[src/rtl/dp_isa_pkg.sv]
// Shared ISA definitions for the datapath sequencer: field encodings, opcodes, condition codes, states.
// Pure declarations; no logic or latency of its own.
// Imported by the sequencer, the condition evaluator and benches.
package dp_isa_pkg;

  // Major opcode field IR[15:12]
  localparam logic [3:0] OP_RTYPE = 4'h0;
  localparam logic [3:0] OP_ANDI  = 4'h1;
  localparam logic [3:0] OP_ORI   = 4'h2;
  localparam logic [3:0] OP_XORI  = 4'h3;
  localparam logic [3:0] OP_ADDI  = 4'h5;
  localparam logic [3:0] OP_ADDUI = 4'h6;
  localparam logic [3:0] OP_ADDCI = 4'h7;
  localparam logic [3:0] OP_SHIFT = 4'h8;
  localparam logic [3:0] OP_SUBI  = 4'h9;
  localparam logic [3:0] OP_CMPI  = 4'hB;
  localparam logic [3:0] OP_BCOND = 4'hC;
  localparam logic [3:0] OP_MOVI  = 4'hD;
  localparam logic [3:0] OP_HALT  = 4'hF;

  // R-type extension field IR[7:4] values with special side effects
  localparam logic [3:0] EXT_NOP = 4'h0;
  localparam logic [3:0] EXT_CMP = 4'hB;
  localparam logic [3:0] EXT_MOV = 4'hD;

  // Datapath opcode constants
  localparam logic [7:0] OPC_NOP  = 8'h00;
  localparam logic [7:0] OPC_MOVI = 8'hD0;
  localparam logic [7:0] OPC_CMPI = 8'hB0;

  // Flag vector bit positions
  localparam int FLAG_C = 0;
  localparam int FLAG_Z = 1;
  localparam int FLAG_F = 2;
  localparam int FLAG_L = 3;
  localparam int FLAG_N = 4;

  // Branch condition codes IR[11:8]
  typedef enum logic [3:0] {
    COND_EQ = 4'h0, COND_NE = 4'h1, COND_CS = 4'h2, COND_CC = 4'h3,
    COND_HI = 4'h4, COND_LS = 4'h5, COND_GT = 4'h6, COND_LE = 4'h7,
    COND_FS = 4'h8, COND_FC = 4'h9, COND_LO = 4'hA, COND_HS = 4'hB,
    COND_LT = 4'hC, COND_GE = 4'hD, COND_UC = 4'hE, COND_NV = 4'hF
  } cond_t;

  typedef enum logic [2:0] {
    S_IDLE   = 3'd0,
    S_FETCH  = 3'd1,
    S_DECODE = 3'd2,
    S_EXEC   = 3'd3,
    S_HALT   = 3'd4
  } state_t;

  // Immediate-format major opcodes
  function automatic logic is_imm_op(input logic [3:0] op);
    case (op)
      OP_ANDI, OP_ORI, OP_XORI, OP_ADDI, OP_ADDUI,
      OP_ADDCI, OP_SUBI, OP_CMPI, OP_MOVI: return 1'b1;
      default:                             return 1'b0;
    endcase
  endfunction

  // Logical immediates and MOVI take a zero-extended byte; arithmetic ones sign-extend
  function automatic logic imm_is_zext(input logic [3:0] op);
    return (op == OP_ANDI) || (op == OP_ORI) || (op == OP_XORI) || (op == OP_MOVI);
  endfunction

  // Shift extensions whose amount comes from Rsrc rather than the immediate
  function automatic logic shift_uses_reg(input logic [3:0] ext);
    return (ext == 4'h4) || (ext == 4'h6) || (ext == 4'h8) || (ext == 4'h9);
  endfunction

endpackage

[src/rtl/dp_cond_eval.sv]
// Branch condition evaluator: maps a 4-bit condition code and the latched flags to taken/not-taken.
// Purely combinational, zero latency.
// No flow control.
module dp_cond_eval
  import dp_isa_pkg::*;
#(
  parameter int FLAG_WIDTH = 5
) (
  input  logic [3:0]            i_cond,
  input  logic [FLAG_WIDTH-1:0] i_flags,
  output logic                  o_take
);

  logic w_c, w_z, w_f, w_l, w_n;
  assign w_c = i_flags[FLAG_C];
  assign w_z = i_flags[FLAG_Z];
  assign w_f = i_flags[FLAG_F];
  assign w_l = i_flags[FLAG_L];
  assign w_n = i_flags[FLAG_N];

  // Decode the condition code against the flag bits
  always_comb begin
    o_take = 1'b0;
    case (i_cond)
      COND_EQ: o_take = w_z;
      COND_NE: o_take = !w_z;
      COND_CS: o_take = w_c;
      COND_CC: o_take = !w_c;
      COND_HI: o_take = w_l;
      COND_LS: o_take = !w_l;
      COND_GT: o_take = w_n;
      COND_LE: o_take = !w_n;
      COND_FS: o_take = w_f;
      COND_FC: o_take = !w_f;
      COND_LO: o_take = !w_l && !w_z;
      COND_HS: o_take = w_l || w_z;
      COND_LT: o_take = !w_n && !w_z;
      COND_GE: o_take = w_n || w_z;
      COND_UC: o_take = 1'b1;
      default: o_take = 1'b0;
    endcase
  end

endmodule

[src/rtl/dp_instr_sequencer.sv]
// Fetch/decode/execute sequencer driving data_path controls from a synchronous instruction ROM.
// Three cycles per instruction (FETCH, DECODE, EXEC); controls are live only during EXEC.
// No backpressure: ROM must return data the cycle after Imem_rd_en; stops in S_HALT until reset.
module dp_instr_sequencer
  import dp_isa_pkg::*;
#(
  parameter int BIT_WIDTH    = 16,
  parameter int OPCODE_WIDTH = 8,
  parameter int FLAG_WIDTH   = 5,
  parameter int SEL_WIDTH    = 4,
  parameter int PC_WIDTH     = 8
) (
  input  logic                    Clk,
  input  logic                    Rst,
  input  logic                    Run,
  input  logic [FLAG_WIDTH-1:0]   Flags,
  output logic [PC_WIDTH-1:0]     Imem_addr,
  output logic                    Imem_rd_en,
  input  logic [15:0]             Imem_data,
  output logic [SEL_WIDTH-1:0]    Rsrc_mux_sel,
  output logic [SEL_WIDTH-1:0]    Rdest_mux_sel,
  output logic                    Imm_mux_sel,
  output logic [BIT_WIDTH-1:0]    Imm_val,
  output logic [OPCODE_WIDTH-1:0] Opcode,
  output logic [BIT_WIDTH-1:0]    Reg_File_En,
  output logic                    Halted
);

  state_t                r_state;
  state_t                w_next_state;
  logic [PC_WIDTH-1:0]   r_pc;
  logic [15:0]           r_ir;
  logic [FLAG_WIDTH-1:0] r_flag_reg;

  logic [3:0]            w_op, w_rd, w_ext, w_rs;
  logic signed [7:0]     w_imm8;
  logic [BIT_WIDTH-1:0]  w_imm_sext, w_imm_zext, w_shamt, w_we_onehot;
  logic [PC_WIDTH-1:0]   w_disp, w_pc_step;
  logic                  w_take, w_flag_upd, w_is_bcond, w_is_halt;

  assign w_op        = r_ir[15:12];
  assign w_rd        = r_ir[11:8];
  assign w_ext       = r_ir[7:4];
  assign w_rs        = r_ir[3:0];
  assign w_imm8      = r_ir[7:0];
  assign w_imm_sext  = BIT_WIDTH'(w_imm8);
  assign w_imm_zext  = BIT_WIDTH'(r_ir[7:0]);
  assign w_shamt     = BIT_WIDTH'(r_ir[3:0]);
  assign w_we_onehot = BIT_WIDTH'(1) << w_rd;
  assign w_disp      = PC_WIDTH'(w_imm8);
  assign w_is_bcond  = (w_op == OP_BCOND);
  assign w_is_halt   = (w_op == OP_HALT);
  // Natural-width add gives the required modulo-2^PC_WIDTH wrap in both directions
  assign w_pc_step   = (w_is_bcond && w_take) ? w_disp : PC_WIDTH'(1);

  // Branches look at the flags latched from the previous flag-setting op
  dp_cond_eval #(
    .FLAG_WIDTH (FLAG_WIDTH)
  ) u_cond_eval (
    .i_cond  (w_rd),
    .i_flags (r_flag_reg),
    .o_take  (w_take)
  );

  // State register
  always_ff @(posedge Clk or negedge Rst) begin
    if (!Rst) r_state <= S_IDLE;
    else      r_state <= w_next_state;
  end

  // Instruction register, program counter and flag register
  always_ff @(posedge Clk or negedge Rst) begin
    if (!Rst) begin
      r_pc       <= '0;
      r_ir       <= '0;
      r_flag_reg <= '0;
    end else begin
      if (r_state == S_DECODE) r_ir <= Imem_data;
      if (r_state == S_EXEC) begin
        if (w_flag_upd) r_flag_reg <= Flags;
        if (!w_is_halt) r_pc <= r_pc + w_pc_step;
      end
    end
  end

  // Next state and decoded controls; every control sits at its reset value outside S_EXEC
  always_comb begin
    w_next_state  = r_state;
    Imem_addr     = '0;
    Imem_rd_en    = 1'b0;
    Rsrc_mux_sel  = '0;
    Rdest_mux_sel = '0;
    Imm_mux_sel   = 1'b0;
    Imm_val       = '0;
    Opcode        = OPCODE_WIDTH'(OPC_NOP);
    Reg_File_En   = '0;
    Halted        = 1'b0;
    w_flag_upd    = 1'b0;
    case (r_state)
      S_IDLE: begin
        if (Run) w_next_state = S_FETCH;
      end
      S_FETCH: begin
        Imem_addr    = r_pc;
        Imem_rd_en   = 1'b1;
        w_next_state = S_DECODE;
      end
      S_DECODE: begin
        w_next_state = S_EXEC;
      end
      S_EXEC: begin
        w_next_state = w_is_halt ? S_HALT : S_FETCH;
        if (w_op == OP_RTYPE) begin
          if (w_ext != EXT_NOP) begin
            Rdest_mux_sel = SEL_WIDTH'(w_rd);
            Rsrc_mux_sel  = SEL_WIDTH'(w_rs);
            Opcode        = OPCODE_WIDTH'({4'h0, w_ext});
            Reg_File_En   = (w_ext == EXT_CMP) ? '0 : w_we_onehot;
            w_flag_upd    = (w_ext != EXT_MOV);
          end
        end else if (is_imm_op(w_op)) begin
          Rdest_mux_sel = SEL_WIDTH'(w_rd);
          Rsrc_mux_sel  = SEL_WIDTH'(w_rd);
          Opcode        = OPCODE_WIDTH'({w_op, 4'h0});
          Imm_mux_sel   = 1'b1;
          Imm_val       = imm_is_zext(w_op) ? w_imm_zext : w_imm_sext;
          Reg_File_En   = (w_op == OP_CMPI) ? '0 : w_we_onehot;
          w_flag_upd    = (w_op != OP_MOVI);
        end else if (w_op == OP_SHIFT) begin
          Rdest_mux_sel = SEL_WIDTH'(w_rd);
          Rsrc_mux_sel  = SEL_WIDTH'(w_rs);
          Opcode        = OPCODE_WIDTH'({w_op, w_ext});
          Imm_mux_sel   = !shift_uses_reg(w_ext);
          Imm_val       = w_shamt;
          Reg_File_En   = w_we_onehot;
        end
        // Bcond, HALT and undefined majors leave the controls at NOP
      end
      S_HALT: begin
        Halted = 1'b1;
      end
      default: w_next_state = S_IDLE;
    endcase
  end

endmodule

[config.mk]
export PLATFORM = sky130hd
export DESIGN_NAME = dp_instr_sequencer
export DESIGN_NICKNAME = d
export VERILOG_FILES = /design/src/rtl/dp_isa_pkg.sv /design/src/rtl/dp_cond_eval.sv /design/src/rtl/dp_instr_sequencer.sv
export SDC_FILE = /design/constraint.sdc
export NUM_CORES = 1
export LEC_CHECK = 0
export BUFFER_PORTS_ARGS = -buffer_cell sky130_fd_sc_hd__buf_4
export CORE_ASPECT_RATIO = 1.2
export CORE_UTILIZATION = 28
export CTS_BUF_LIST = sky130_fd_sc_hd__clkbuf_8
export DETAILED_ROUTE_END_ITERATION = 8
export MAX_ROUTING_LAYER = met4
export SLEW_MARGIN = 20
export SYNTH_ARGS = -nofsm -noshare
export SYNTH_HDL_FRONTEND = slang
export SYNTH_SLANG_ARGS = --single-unit
[constraint.sdc]
create_clock -name Clk -period 4.6 [get_ports Clk]
set_input_delay 1.38 -clock Clk [delete_from_list [all_inputs] [get_ports Clk]]
set_output_delay 1.38 -clock Clk [all_outputs]
set_load 0.02 [all_outputs]
==> results of run 1 <==
-- per-stage QoR --
| stage | util (%) | setup slack, ps | std cells | total power, W |
|---|---|---|---|---|
| 6_report | 38.2 | 1050 | 455 | 0.00228 |
| 5_1_grt | 38.2 | 779 | 455 | 0.00248 |
| 4_1_cts | 38.2 | 1060 | 455 | 0.00230 |
| 3_5_place_dp | 37.1 | 1140 | 447 | 0.00207 |
| 3_3_place_gp | 37.1 | 1260 | 447 | 0.00205 |
| 2_1_floorplan | - | 1560 | 271 | 0.00165 |
-- layout make-up --
class                   count  area (µm²)
fillers                   864        5090
inverters                   6        22.5
flip-flops and latches     32         801
multi-input cells         211        1460
well taps                 114         143
clock buffers               6        82.6
repair buffers             84         631
clock inverters             2        7.51
-- path summary, 6_finish.rpt --
kind                                         from                  end  slack [ps]  cells after the start
max                        r_state[2]$_DFFE_PN0P_     Rdest_mux_sel[3]        1050                      6
min                           r_pc[2]$_DFFE_PN0P_  r_pc[2]$_DFFE_PN0P_         520                      2
max reg2reg                  r_ir[10]$_DFFE_PN0P_  r_pc[6]$_DFFE_PN0P_        1130                     13
min reg2reg                   r_pc[2]$_DFFE_PN0P_  r_pc[2]$_DFFE_PN0P_         520                      2
max in group asynchronous                     Rst  r_ir[0]$_DFFE_PN0P_        3260                      1
min in group asynchronous                     Rst  r_pc[5]$_DFFE_PN0P_        1030                      1
-- report_power, final --
group	switching (W)	leakage, nW	internal, W	total, W
logic	0.000768	1.08	0.000637	0.00141
clock network	0.000104	0.0538	0.000118	0.000222
registers	0.000242	0.383	0.000415	0.000657
-- layer usage --
| layer | wire [µm] | GRT usage [%] |
|---|---|---|
| met3 | 215 | 2.63 |
| met1 | 2940 | 19.8 |
| met2 | 3100 | 24.7 |
| met4 | 52 | 3.10 |
| met5 | 0 | - |
-- Yosys cell counts, types with 6 or more instances --
master	count
dfrtp_1	32
o21ai_0	8
nor3_1	8
nand2_1	22
ha_1	7
a21oi_1	17
nor2_1	31
clkbuf_1	6
mux2_2	17
buf_2	7
and2_1	17
and3_1	17
buf_4	7
-- worst max-delay path, delay by kind of cell (launching register included) --
kind,cells,cell delay (ps)
DFF,1,440
AOI/OAI and AO/OA,2,730
buffers and inverters,2,220
and+or+nand+nor,2,490
-- cell families after synthesis --
family,count (synthesis)
AOI/OAI and AO/OA,49
muxes,25
buffers and inverters,28
and+or+nand+nor,122
DFF,32
xor gates and xnor gates,7
adders and majority gates,8
==> run_results.csv, run 1 <==
group,metric,value,unit
status,status,"complete, no violations",
routing,drtIter0Drc,71,
finish,drive_gt1_share,35.8,%
sta,max_freq,0.282,GHz
critical_path,worst-path-max-fanout,7,
finish,mostFrequentLayoutCells,"84 x buf_4, 32 x dfrtp_1, 31 x nor2_1",
synthesis,synth_top_family_by_area,"simple AND/OR/NAND/NOR gates",
synthesis,synthCells,271,
cts,clock_path_buffers,2,
floorplanning,fp.coreArea,8240,µm²
synthesis,synth_compound_area_share,14.9,%
synthesis,yosysSeqAreaShare,33.1,%
critical_path,crit_path_end_kind,"output port",
routing,routed_wl,6.31,mm
sta,slew-limit-headroom,49.2,%
critical_path,critPathKind,"register to output port",
routing,final_antenna_net_count,0,
synthesis,syn_avg_cell_area,8.92,µm²
finish,largest_reg_flops,16,
global_route,grt_first_pass_wirelength,10.7,mm
synthesis,synth_xor_xnor_area_share,2.54,%
placed_design,place_area,3060,µm²
critical_path,required,3220,ps
floorplanning,num_rows,36,
synthesis,synth_warnings,0,
sta,whs,519,ps
synthesis,synth.largest_area_cell,"dfrtp_1",
global_route,grtUsageTotal,15.2,%
routing,via_count,2149,
floorplanning,die-area,9010,µm²
critical_path,slowest_stage,"dfrtp_1",
placed_design,hpwl,4.95,mm
global_route,grt_antenna_before_repair,0,
sta,tns,0,ps
synthesis,muxShareOfSynthArea,12.3,%
sta,rsz0062_at_grt,"false",
power,leakage,1.52,nW
cts,htreeDepth,2,
critical_path,worstPathArrival,2170,ps
power,max-vdd-ir-drop,267,µV
critical_path,crit_chain,"nand3b_1 > a21oi_1 > inv_1 > a21oi_1 > and2_1 > buf_4",
cts,cts_hold_buf,0,
synthesis,synth.distinct_cells,52,
routing,wl_per_cell,13.9,µm
finish,antenna_cells,0,
floorplanning,ioPinCount,83,
synthesis,synth_fa_ha_area_share,4.45,%
power,p_per_area,726,nW/µm²
routing,vias_per_cell,4.72,
sta,clock_skew,6.05,ps
synthesis,syn_nets,303,
global_route,grt_max_degree,33,
synthesis,synth_edf_count,0,
cts,post_cts_resized,0,
finish,area_delta_synth_final,30.2,%
cts,post_cts_buffers,0,
finish,final_common_cell,"buf_4",
critical_path,slowest_delay,440,ps
synthesis,synthArstFlopShare,100,%
sta,post-route-period-util,77.1,%
synthesis,synth_seq_cells,32,
cts,cts_tree,"yes",
routing,drc_errors,0,
synthesis,synth-simple-area-share,26.3,%
cts,clk_latency,280,ps
global_route,grt_overflow_total,0,
synthesis,synthTopCellsByArea,"dfrtp_1 33%, mux2_2 7.9%, nor2_1 4.8%",
sta,tightest_slew,761,ps
global_route,grt_pass1_vias,2142,
floorplanning,start_util,29.3,%
cts,cts_made_buffers,5,
placed_design,portBuffers,82,
finish,layout.nets,372,
cts,path_clk_slew,70,ps
flow_run,drv_cap,0,
min_path,hold_path.class,"register to register",
floorplanning,dieWidth,86.8,µm
sta,period_minus_slack,3550,ps
sta,maxSlewViolCount,0,
critical_path,startpoint_type,"register",
sta,setup_viol,0,
critical_path,path_common_cell,"a21oi_1",
floorplanning,die_h,104,µm
synthesis,syn-cell-area,2420,µm²
finish,fin_area,3150,µm²
placed_design,place.gp.congestion,0.849,
cts,root_buffer,"clkbuf_8",
synthesis,synth_flop_cell,"dfrtp_1",
routing,first_pass_iters,4,
synthesis,synth_top_area_share,33.1,%
cts,cts_sinks,32,
sta,hold_viol,0,
(Power assumes the default switching activity.)
==> inputs of run 2 (changes only) <==
--- a/config.mk
+++ b/config.mk
@@ -5,6 +5,7 @@
 export SDC_FILE = /design/constraint.sdc
 export NUM_CORES = 1
 export LEC_CHECK = 0
+export ABC_AREA = 1
 export BUFFER_PORTS_ARGS = -buffer_cell sky130_fd_sc_hd__buf_4
 export CORE_ASPECT_RATIO = 1.2
 export CORE_UTILIZATION = 28
==> constraint.sdc (replaced) <==
create_clock -name Clk -period 3.3 [get_ports Clk]
set_input_delay 0.99 -clock Clk [delete_from_list [all_inputs] [get_ports Clk]]
set_output_delay 0.99 -clock Clk [all_outputs]
set_load 0.02 [all_outputs]
==> run 2 against run 1 <==
Global-route usage grew 2.0 points. Flip-flop and latch count stayed put. Register-to-register slack worse by 870 ps. Clock-buffer cell count shrank 1. Sequential power rose by 14%. First-iteration DRC count shrank 2.8%. Highest routed layer unchanged.
==> run_results.csv, run 2 <==
group,metric,value,unit
synthesis,synthCells,350,
critical_path,required,2310,ps
cts,htreeDepth,2,
synthesis,yosysSeqAreaShare,33.9,%
floorplanning,fp.coreArea,8150,µm²
sta,post-route-period-util,95.7,%
routing,routed_wl,7.37,mm
placed_design,portBuffers,82,
critical_path,startpoint_type,"register",
sta,tns,0,ps
placed_design,place.gp.congestion,0.910,
routing,via_count,2593,
synthesis,synth_warnings,0,
critical_path,path_delay_family,"simple AND/OR/NAND/NOR gates",
synthesis,synthTopCellsByArea,"dfrtp_1 34%, nor2_1 10%, inv_1 8.3%",
sta,period_minus_slack,3160,ps
critical_path,crit_chain,"nor2_2 > inv_1 > nor2_2 > nand2_2 > a41oi_2 > a22oi_2 > nor4_1 > buf_4",
synthesis,synth.distinct_cells,30,
finish,fin_util,39.0,%
placed_design,hpwl,5.83,mm
critical_path,worst-path-max-fanout,16,
cts,cts_tree,"yes",
floorplanning,start_util,29.0,%
global_route,grt_antenna_before_repair,0,
power,max-vdd-ir-drop,317,µV
sta,maxSlewViolCount,0,
critical_path,slowest_delay,440,ps
finish,fillers,889,
finish,largest_reg_flops,16,
sta,setup_viol,0,
min_path,hold_path.class,"register to register",
synthesis,synth_most_common_cell,"nor2_1",
synthesis,synth_top_area_share,33.9,%
floorplanning,ioPinCount,83,
placed_design,place_ws,195,ps
flow_run,drv_cap,0,
finish,layout.nets,461,
global_route,grt_pass1_vias,2485,
synthesis,synth_edf_count,0,
floorplanning,die-area,8810,µm²
sta,clock_skew,11.6,ps
finish,drive_gt1_share,27.7,%
sta,whs,452,ps
power,power.total,0.00317,W
critical_path,crit_path_end_kind,"output port",
finish,multi_input_area,1280,µm²
global_route,grt_first_pass_wirelength,11.5,mm
finish,area_delta_synth_final,34.6,%
synthesis,synth_seq_cells,32,
critical_path,critPathKind,"register to output port",
finish,regArea,803,µm²
finish,final_common_cell,"buf_4",
synthesis,ys_top_cells_by_count,"66 x nor2_1, 52 x inv_1, 52 x nand2_1, 32 x dfrtp_1, 26 x a21oi_1",
sta,hold_viol,0,
critical_path,path_common_cell,"nor2_2",
finish,mostFrequentLayoutCells,"89 x buf_4, 61 x nor2_1, 53 x inv_1",
floorplanning,die_h,103,µm
global_route,grtUsageTotal,17.3,%
status,status,"complete, no violations",
synthesis,syn_avg_cell_area,6.75,µm²
cts,root_buffer,"clkbuf_8",
cts,path_clk_slew,70,ps
cts,cts_made_buffers,5,
routing,wl_per_cell,13.6,µm
floorplanning,num_rows,36,
synthesis,syn-cell-area,2360,µm²
sta,slew-limit-headroom,52.4,%
critical_path,reg2reg_slack,260,ps
global_route,grt_max_degree,33,
routing,final_antenna_net_count,0,
synthesis,synthArstFlopShare,100,%
routing,vias_per_cell,4.78,
finish,antenna_cells,0,
cts,clk_latency,290,ps
synthesis,syn_nets,382,
power,leakage,1.65,nW
routing,first_pass_iters,5,
power,p_per_area,997,nW/µm²
cts,cts_sinks,32,
sta,max_freq,0.317,GHz
routing,drc_errors,0,
routing,drtIter0Drc,69,
critical_path,worstPathBufferInverterCount,2,
cts,clock_path_buffers,2,
critical_path,slowest_stage,"dfrtp_1",
critical_path,worstPathArrival,2170,ps
floorplanning,dieWidth,85.9,µm
sta,worst_slack,141,ps
global_route,grt_overflow_total,0,
synthesis,synth_flop_cell,"dfrtp_1",
sta,tightest_slew,714,ps
synthesis,synth.largest_area_cell,"dfrtp_1",
## run 2: cell count changes in the layout (fill, tap and decap cells not counted), sizes merged, moves of 21 or more
cell | previous run | this run
nor2 | 32 | 71
mux2 | 22 | 1
nand3 | 4 | 25
nand2 | 23 | 54
inv | 8 | 54
## run 2: cell type report
type                            count  area share (%)
Clock buffer                        5            2.16
Clock inverter                      2           0.275
Inverter                           54            6.38
Multi-Input combinational cell    247            40.4
Sequential cell                    32            25.3
Tap cell                          114            4.49
Timing Repair Buffer               89            21.0
## run 2: worst paths after layout
path,startpoint,to,cells after the start
worst max-delay path,r_ir[13]$_DFFE_PN0P_,Reg_File_En[11],8
worst min-delay path,r_state[0]$_DFFE_PN0P_,r_state[0]$_DFFE_PN0P_,1
worst max register to register,r_ir[10]$_DFFE_PN0P_,r_pc[6]$_DFFE_PN0P_,20
worst min register to register,r_state[0]$_DFFE_PN0P_,r_state[0]$_DFFE_PN0P_,1
max in group asynchronous,Rst,r_ir[9]$_DFFE_PN0P_,1
min in group asynchronous,Rst,r_pc[4]$_DFFE_PN0P_,1
## run 2: power breakdown
part	internal, W	switching (W)	leakage [nW]
registers	0.000584	0.000167	0.373
clock network	0.000140	0.000145	0.0452
logic	0.000723	0.00141	1.23
total	0.00145	0.00172	1.65
## run 2: logic make-up (layout without fill, tap and decap cells)
| logic type | after synthesis | after routing | synth area share, % |
|---|---|---|---|
| xor gates and xnor gates | 2 | 2 | 0.742 |
| DFF | 32 | 32 | 33.9 |
| and+or+nand+nor | 185 | 185 | 34.5 |
| muxes | 1 | 1 | 0.477 |
| AOI/OAI and AO/OA | 51 | 51 | 13.0 |
| buffers and inverters | 71 | 150 | 12.8 |
| adders and majority gates | 8 | 8 | 4.55 |
## run 2: layer usage
layer	wire (µm)	vias to the layer above	global-route usage, %
met5	0	-	-
met4	140	0	5.77
met3	303	12	2.72
met2	3720	78	30.8
met1	3210	1220	19.8
li1	-	1283	-
## run 2: timing repair
item                                    4_1_cts  5_1_grt
buffers inserted                              0        1
endpoints found under the setup margin        0       14
hold buffers                                  0        0
resized for setup                             0       10
## run 2: per-stage QoR
step           cell area (µm²)  cells
2_1_floorplan             2360    350
6_report                  3180    543
5_1_grt                   3180    543
3_3_place_gp              3070    535
3_5_place_dp              3070    535
4_1_cts                   3140    542
